$ cat config.mk
export PLATFORM = sky130hd
export DESIGN_NAME = uart_debug_cmd_parser
export DESIGN_NICKNAME = d
export VERILOG_FILES = /design/src/rtl/uart_debug_pkg.sv /design/src/rtl/uart_debug_timeout.sv /design/src/rtl/uart_debug_cmd_parser.sv
export SDC_FILE = /design/constraint.sdc
export NUM_CORES = 1
export LEC_CHECK = 0
export BUFFER_PORTS_ARGS = -buffer_cell sky130_fd_sc_hd__buf_2
export CAP_MARGIN = 20
export CELL_PAD_IN_SITES_DETAIL_PLACEMENT = 1
export CELL_PAD_IN_SITES_GLOBAL_PLACEMENT = 2
export CORE_UTILIZATION = 33
export DETAILED_ROUTE_END_ITERATION = 7
export PLACE_DENSITY_LB_ADDON = 0.15
export SETUP_SLACK_MARGIN = 0.15
export SLEW_MARGIN = 10
export SYNTH_ARGS = -nofsm -noshare
export SYNTH_HDL_FRONTEND = slang
export SYNTH_SLANG_ARGS = --single-unit
$ cat constraint.sdc
create_clock -name clk -period 2.33 [get_ports clk]
set_clock_uncertainty 0.15 [all_clocks]
set_input_delay 0.466 -clock clk [delete_from_list [all_inputs] [get_ports clk]]
set_output_delay 0.466 -clock clk [all_outputs]
set_load 0.05 [all_outputs]
$ cat src/rtl/uart_debug_pkg.sv
// rtl/uart_debug_pkg.sv - shared opcodes, state encoding and helpers for the UART debug stages
package uart_debug_pkg;

    localparam int ADDR_W_DEFAULT = 18;

    localparam logic [7:0] OP_READ  = 8'h03;
    localparam logic [7:0] OP_WRITE = 8'h83;
    localparam logic [7:0] OP_LED   = 8'h01;

    typedef enum logic [3:0] {
        ST_IDLE     = 4'd0,
        ST_ADDR_HI  = 4'd1,
        ST_ADDR_LO  = 4'd2,
        ST_DATA_HI  = 4'd3,
        ST_DATA_LO  = 4'd4,
        ST_LED_ARG  = 4'd5,
        ST_MEM_REQ  = 4'd6,
        ST_MEM_WAIT = 4'd7,
        ST_TX_HI    = 4'd8,
        ST_TX_LO    = 4'd9
    } state_t;

    function automatic logic [7:0] sat_inc8(input logic [7:0] v);
        return (v == 8'hFF) ? v : v + 8'h01;
    endfunction

    // States that are waiting on a host byte and therefore subject to the inter-byte timeout
    function automatic logic is_arg_state(input state_t s);
        return s inside {ST_ADDR_HI, ST_ADDR_LO, ST_DATA_HI, ST_DATA_LO, ST_LED_ARG};
    endfunction

endpackage

$ cat src/rtl/uart_debug_timeout.sv
// rtl/uart_debug_timeout.sv - loadable down-counter flagging expiry while enabled
module uart_debug_timeout #(
    parameter int CNT_W = 10
) (
    input  logic             clk,
    input  logic             rst_n,
    input  logic             clear,
    input  logic             enable,
    input  logic [CNT_W-1:0] load_value,
    output logic             expired
);

    logic [CNT_W-1:0] count_q;
    logic [CNT_W-1:0] count_d;

    always_comb begin
        count_d = count_q;
        if (clear) begin
            count_d = load_value;
        end else if (enable && (count_q != '0)) begin
            count_d = count_q - CNT_W'(1);
        end
    end

    always_ff @(posedge clk or negedge rst_n) begin
        if (!rst_n) begin
            count_q <= '0;
        end else begin
            count_q <= count_d;
        end
    end

    // A clear in the same cycle always wins over expiry
    assign expired = enable && !clear && (count_q == '0);

endmodule

$ cat src/rtl/uart_debug_cmd_parser.sv
// rtl/uart_debug_cmd_parser.sv - UART byte stream to SRAM/LED command parser with read-back
module uart_debug_cmd_parser
    import uart_debug_pkg::*;
#(
    parameter int TIMEOUT_CYCLES = 1000,
    parameter int ADDR_W         = ADDR_W_DEFAULT
) (
    input  logic              clk,
    input  logic              rst_n,
    input  logic [7:0]        rx_data,
    input  logic              rx_valid,
    output logic              rx_ready,
    output logic [7:0]        tx_data,
    output logic              tx_valid,
    input  logic              tx_ready,
    output logic              mem_req_valid,
    input  logic              mem_req_ready,
    output logic              mem_req_we,
    output logic [ADDR_W-1:0] mem_req_addr,
    output logic [15:0]       mem_req_wdata,
    input  logic              mem_rsp_valid,
    input  logic [15:0]       mem_rsp_rdata,
    output logic [3:0]        leds,
    output logic [7:0]        err_count
);

    localparam int TO_W = (TIMEOUT_CYCLES > 1) ? $clog2(TIMEOUT_CYCLES) : 1;

    state_t      state_q, state_d;
    logic        we_q, we_d;
    logic [15:0] addr_q, addr_d;
    logic [15:0] wdata_q, wdata_d;
    logic [15:0] rdata_q, rdata_d;
    logic [3:0]  leds_q, leds_d;
    logic [7:0]  err_q, err_d;

    logic byte_acc;
    logic opcode_mem;
    logic to_clear;
    logic to_enable;
    logic to_expired;

    assign byte_acc   = rx_valid && rx_ready;
    assign opcode_mem = (rx_data == OP_READ) || (rx_data == OP_WRITE);
    assign to_clear   = byte_acc || !is_arg_state(state_q);
    assign to_enable  = is_arg_state(state_q) && !byte_acc;

    // Expiry after TIMEOUT_CYCLES idle cycles: loaded to N-1, fires while reading zero
    uart_debug_timeout #(
        .CNT_W (TO_W)
    ) u_timeout (
        .clk        (clk),
        .rst_n      (rst_n),
        .clear      (to_clear),
        .enable     (to_enable),
        .load_value (TO_W'(TIMEOUT_CYCLES - 1)),
        .expired    (to_expired)
    );

    always_ff @(posedge clk or negedge rst_n) begin
        if (!rst_n) begin
            state_q <= ST_IDLE;
            we_q    <= 1'b0;
            addr_q  <= '0;
            wdata_q <= '0;
            rdata_q <= '0;
            leds_q  <= '0;
            err_q   <= '0;
        end else begin
            state_q <= state_d;
            we_q    <= we_d;
            addr_q  <= addr_d;
            wdata_q <= wdata_d;
            rdata_q <= rdata_d;
            leds_q  <= leds_d;
            err_q   <= err_d;
        end
    end

    always_comb begin
        state_d = state_q;
        case (state_q)
            ST_IDLE: begin
                if (byte_acc) begin
                    if (opcode_mem) begin
                        state_d = ST_ADDR_HI;
                    end else if (rx_data == OP_LED) begin
                        state_d = ST_LED_ARG;
                    end
                end
            end
            ST_ADDR_HI: begin
                if (byte_acc) state_d = ST_ADDR_LO;
            end
            ST_ADDR_LO: begin
                if (byte_acc) state_d = we_q ? ST_DATA_HI : ST_MEM_REQ;
            end
            ST_DATA_HI: begin
                if (byte_acc) state_d = ST_DATA_LO;
            end
            ST_DATA_LO: begin
                if (byte_acc) state_d = ST_MEM_REQ;
            end
            ST_LED_ARG: begin
                if (byte_acc) state_d = ST_IDLE;
            end
            ST_MEM_REQ: begin
                if (mem_req_ready) state_d = we_q ? ST_IDLE : ST_MEM_WAIT;
            end
            ST_MEM_WAIT: begin
                if (mem_rsp_valid) state_d = ST_TX_HI;
            end
            ST_TX_HI: begin
                if (tx_ready) state_d = ST_TX_LO;
            end
            ST_TX_LO: begin
                if (tx_ready) state_d = ST_IDLE;
            end
            default: state_d = ST_IDLE;
        endcase
        if (to_expired) begin
            state_d = ST_IDLE;
        end
    end

    always_comb begin
        we_d    = we_q;
        addr_d  = addr_q;
        wdata_d = wdata_q;
        rdata_d = rdata_q;
        leds_d  = leds_q;
        err_d   = err_q;
        if (byte_acc) begin
            case (state_q)
                ST_IDLE: begin
                    if (opcode_mem) begin
                        we_d = (rx_data == OP_WRITE);
                    end else if (rx_data != OP_LED) begin
                        err_d = sat_inc8(err_q);
                    end
                end
                ST_ADDR_HI: addr_d  = {rx_data, addr_q[7:0]};
                ST_ADDR_LO: addr_d  = {addr_q[15:8], rx_data};
                ST_DATA_HI: wdata_d = {rx_data, wdata_q[7:0]};
                ST_DATA_LO: wdata_d = {wdata_q[15:8], rx_data};
                ST_LED_ARG: leds_d  = rx_data[3:0];
                default: ;
            endcase
        end
        if ((state_q == ST_MEM_WAIT) && mem_rsp_valid) begin
            rdata_d = mem_rsp_rdata;
        end
        // A timed-out command leaves no partial fields behind
        if (to_expired) begin
            we_d    = 1'b0;
            addr_d  = '0;
            wdata_d = '0;
            err_d   = sat_inc8(err_q);
        end
    end

    always_comb begin
        rx_ready      = 1'b0;
        tx_valid      = 1'b0;
        mem_req_valid = 1'b0;
        tx_data       = 8'h00;
        case (state_q)
            ST_IDLE, ST_ADDR_HI, ST_ADDR_LO,
            ST_DATA_HI, ST_DATA_LO, ST_LED_ARG: rx_ready = 1'b1;
            ST_MEM_REQ: mem_req_valid = 1'b1;
            ST_TX_HI: begin
                tx_valid = 1'b1;
                tx_data  = rdata_q[15:8];
            end
            ST_TX_LO: begin
                tx_valid = 1'b1;
                tx_data  = rdata_q[7:0];
            end
            default: ;
        endcase
    end

    assign mem_req_we    = we_q;
    assign mem_req_addr  = ADDR_W'(addr_q);
    assign mem_req_wdata = wdata_q;
    assign leds          = leds_q;
    assign err_count     = err_q;

endmodule

==> reports/summary.txt <==
Slowest Stage Delay on Critical Path = 0.48 ns
Pwr Density = 1390 mW/mm²
Sw Ratio = 0.4750
GPL Wtd Cong = 0.7431
Routed WL = 9993 µm
CTS tree = done
Sequential cell area fraction in the yosys report = 0.5280
Min Tclk post-route = 2.320 ns
Max-slew violations = 0
Drt pass-1 iters = 4
Internal power = 3588 µW
WL per Instance = 16.88 µm
Critical Path Start = state_q[3]$_DFFE_PN0P_
Count of input and output buffers = 85
Die H = 105.8 µm
Initial DRC Count = 92
Gr ovfl total = 0
CTS H-Tree Depth = 3
Setup violators final = 0
RSZ-0062 raised after global routing = yes
Critical path depth in cells = 4
Post-route cell area = 0.004916 mm²
Synthesized instance count = 332
Final period utilization = 0.9957
Core region area = 0.01037 mm²
Setup_tns = 0 ns
Layout area overhead = 38.30%
Nets = 485
Psw = 3245 µW
#FFs+latches synth = 75
Initial core utilization = 0.3428
Hpwl dp = 6894 µm
Number of inserted diodes = 0
Tot Pwr = 6833 µW
Hold WC Path Type = input pin to register
Clk buf depth = 2
Clock share of power = 0.150
Max Fclk = 431.1 MHz
Initial antenna violation count = 0
DIE AREA = 0.01119 mm²
Mapped cell area = 0.003555 mm²
Number of cells on the worst reg-to-reg path = 6
Post-synth cell types = 50
Ys flop type = dfrtp_1
Dpl cells = 567
Placed cell areas = 0.004385 mm²
Clk root buf = clkbuf_8
Worst EP required = 1.71 ns
CTS buffer count = 9
Post-synth ARST share = 1.000
Synth Warn # = 0
Reg2reg start = state_q[1]$_DFFE_PN0P_
Vias in the first global route = 3110
Max Cap Viol = 0
DR DRC count = 0
Worst hold slack = 0.1844 ns
Layout fillers = 1168
Layout cells sized above 1 = 0.4298
Logic pwr share = 0.527
Kind of critical path = register to output port
Non-Filler Instances = 592
Final ANT Viol Nets = 0
Worst-path clk slew = 0.08 ns
VDD IR max = 655.2 µV
Leakage power = 0.002263 µW
Worst Path Arrival = 1.70 ns
GRT Total Usage = 0.1900
CP bufs+invs = 2
Post-synth EDFFs = 0
CTS sink count = 75
Later-pin clock latency in the skew report = 0.36 ns
Kind of cell adding the most delay to the critical path = simple AND/OR/NAND/NOR gates
CP max-delay cell = dfrtp_2
Vias per inst = 4.941
Vias after detailed routing = 2925
Hold path depth = 2
CP Capture Point = tx_data[1]
CP max FO = 8
Crit end category = output port
Startpoint Class = register
# rows = 37
Die span in x = 105.8 µm
Worst-path cell chain = or3b_4 -> buf_12 -> nor2_4 -> buf_6
Ports = 88
Status = completed
Reg power frac = 0.323
Global-route wire length before repair = 16360 µm
FF-to-FF setup slack = 0.09 ns
Syn Area/Cell = 10.71 µm²
Final hold viol count = 0
Largest net degree at the start of global routing = 37
Worst R2R End = err_count[1]$_DFFE_PN0P_
[Yosys cell counts, types with 3 or more instances]
| library cell | n | area [µm²] |
|---|---|---|
| nor2b_1 | 4 | 25.02 |
| o21ai_1 | 11 | 55.05 |
| o21ai_0 | 9 | 45.04 |
| xnor2_1 | 9 | 78.83 |
| nand4b_1 | 3 | 26.28 |
| mux2i_1 | 27 | 270.3 |
| nand3_1 | 6 | 30.03 |
| buf_2 | 5 | 25.02 |
| nand2_1 | 46 | 172.7 |
| buf_4 | 3 | 22.52 |
| nor2_2 | 3 | 18.77 |
| nor3_1 | 9 | 45.04 |
| nor2_1 | 35 | 131.4 |
| ha_1 | 3 | 37.54 |
| o2111ai_1 | 3 | 26.28 |
| a21oi_1 | 4 | 20.02 |
| inv_1 | 5 | 18.77 |
| and4_1 | 3 | 26.28 |
| dfrtp_1 | 75 | 1877 |
| mux2_2 | 21 | 236.5 |
| clkbuf_1 | 7 | 26.28 |
| xor2_1 | 3 | 26.28 |
[registers in the layout, summed over array words and instances, names as in the netlist]
name	flops
rdata_q	16
leds	4
mem_req_we	1
u_timeout.count_q	10
err_count	8
mem_req_wdata	16
state_q	4
addr_q	16
[power groups by stage]
stage / registers [µW] / clock network [µW] / logic (µW)
2_1_floorplan: 3300 / 0 / 1330
3_3_place_gp: 2190 / 0 / 3310
3_5_place_dp: 2220 / 0 / 3370
4_1_cts: 2210 / 1060 / 3500
5_1_grt: 2280 / 1110 / 3850
6_report: 2210 / 1030 / 3600
[timing repair]
action                                  CTS  global route
hold endpoints to repair                 22             0
pin swaps                                16             4
buffers inserted                          4             3
endpoints found under the setup margin   16            54
gates cloned                              1             1
hold buffers                              1             0
gates resized for setup                  41            15
[cells in the final DEF, fill, tap and decap left out, types with 8 or more instances in the layout]
cell      netlist  final
buf_2           5     73
buf_4           3     29
buf_6           1     14
clkbuf_8        0     11
dfrtp_1        75     67
dfrtp_2         0      8
mux2_2         21     21
mux2i_1        27     27
nand2_1        46     46
nor2_1         35     27
nor2_4          0     10
nor3_1          9      8
o21ai_0         9      9
o21ai_1        11     10
xnor2_1         9      8
[through the flow]
| step | utilization | setup WS [ns] |
|---|---|---|
| 2_1_floorplan | - | 0.1885 |
| 3_3_place_gp | 0.4229 | 0.1021 |
| 3_5_place_dp | 0.4229 | 0.04645 |
| 4_1_cts | 0.4627 | -0.02620 |
| 5_1_grt | 0.4741 | -0.04581 |
| 6_report | 0.4741 | 0.01009 |
[cell type report]
cell class / instances / area [µm²] / share of cell area
sequential: 75 / 1887 / 0.3838
timing repair buffer: 125 / 905.9 / 0.1843
clock buffer: 13 / 158.9 / 0.03232
multi-input combinational: 236 / 1735 / 0.3530
clock inverter: 2 / 35.03 / 0.007127
tap: 136 / 170.2 / 0.03461
inverter: 5 / 23.77 / 0.004836
[worst min-delay path by stage]
stage | slack [ns] | startpoint | end
after floorplan | 0.02 | rst_n | addr_q[0]$_DFFE_PN0P_
after detailed placement | 0.25 | rst_n | mem_req_wdata[12]$_DFFE_PN0P_
after global routing | 0.17 | mem_rsp_rdata[2] | rdata_q[2]$_DFFE_PN0P_
final | 0.18 | mem_rsp_rdata[6] | rdata_q[6]$_DFFE_PN0P_
after global placement | 0.25 | rst_n | mem_req_wdata[4]$_DFFE_PN0P_
after CTS | 0.17 | mem_rsp_rdata[6] | rdata_q[6]$_DFFE_PN0P_
[cell families (layout without fill, tap and decap cells)]
kind of cell	count (synthesis)	after routing	synth area share
mux	49	49	0.1468
simple gates	130	130	0.1827
other cells	1	2	0.001055
xor+xnor	12	12	0.02957
flops	75	75	0.5280
compound gates	40	40	0.07110
fa+ha+maj	3	3	0.01056
buf+inv	22	145	0.03027
[layer usage]
metal	up-vias	global-route usage	share of wire
li1	1396	-	-
met1	1446	0.2501	0.47
met2	68	0.3007	0.47
met3	15	0.03340	0.038
met4	0	0.09425	0.020
met5	-	0	0
Note: power is estimated with default switching activity, not from simulation.
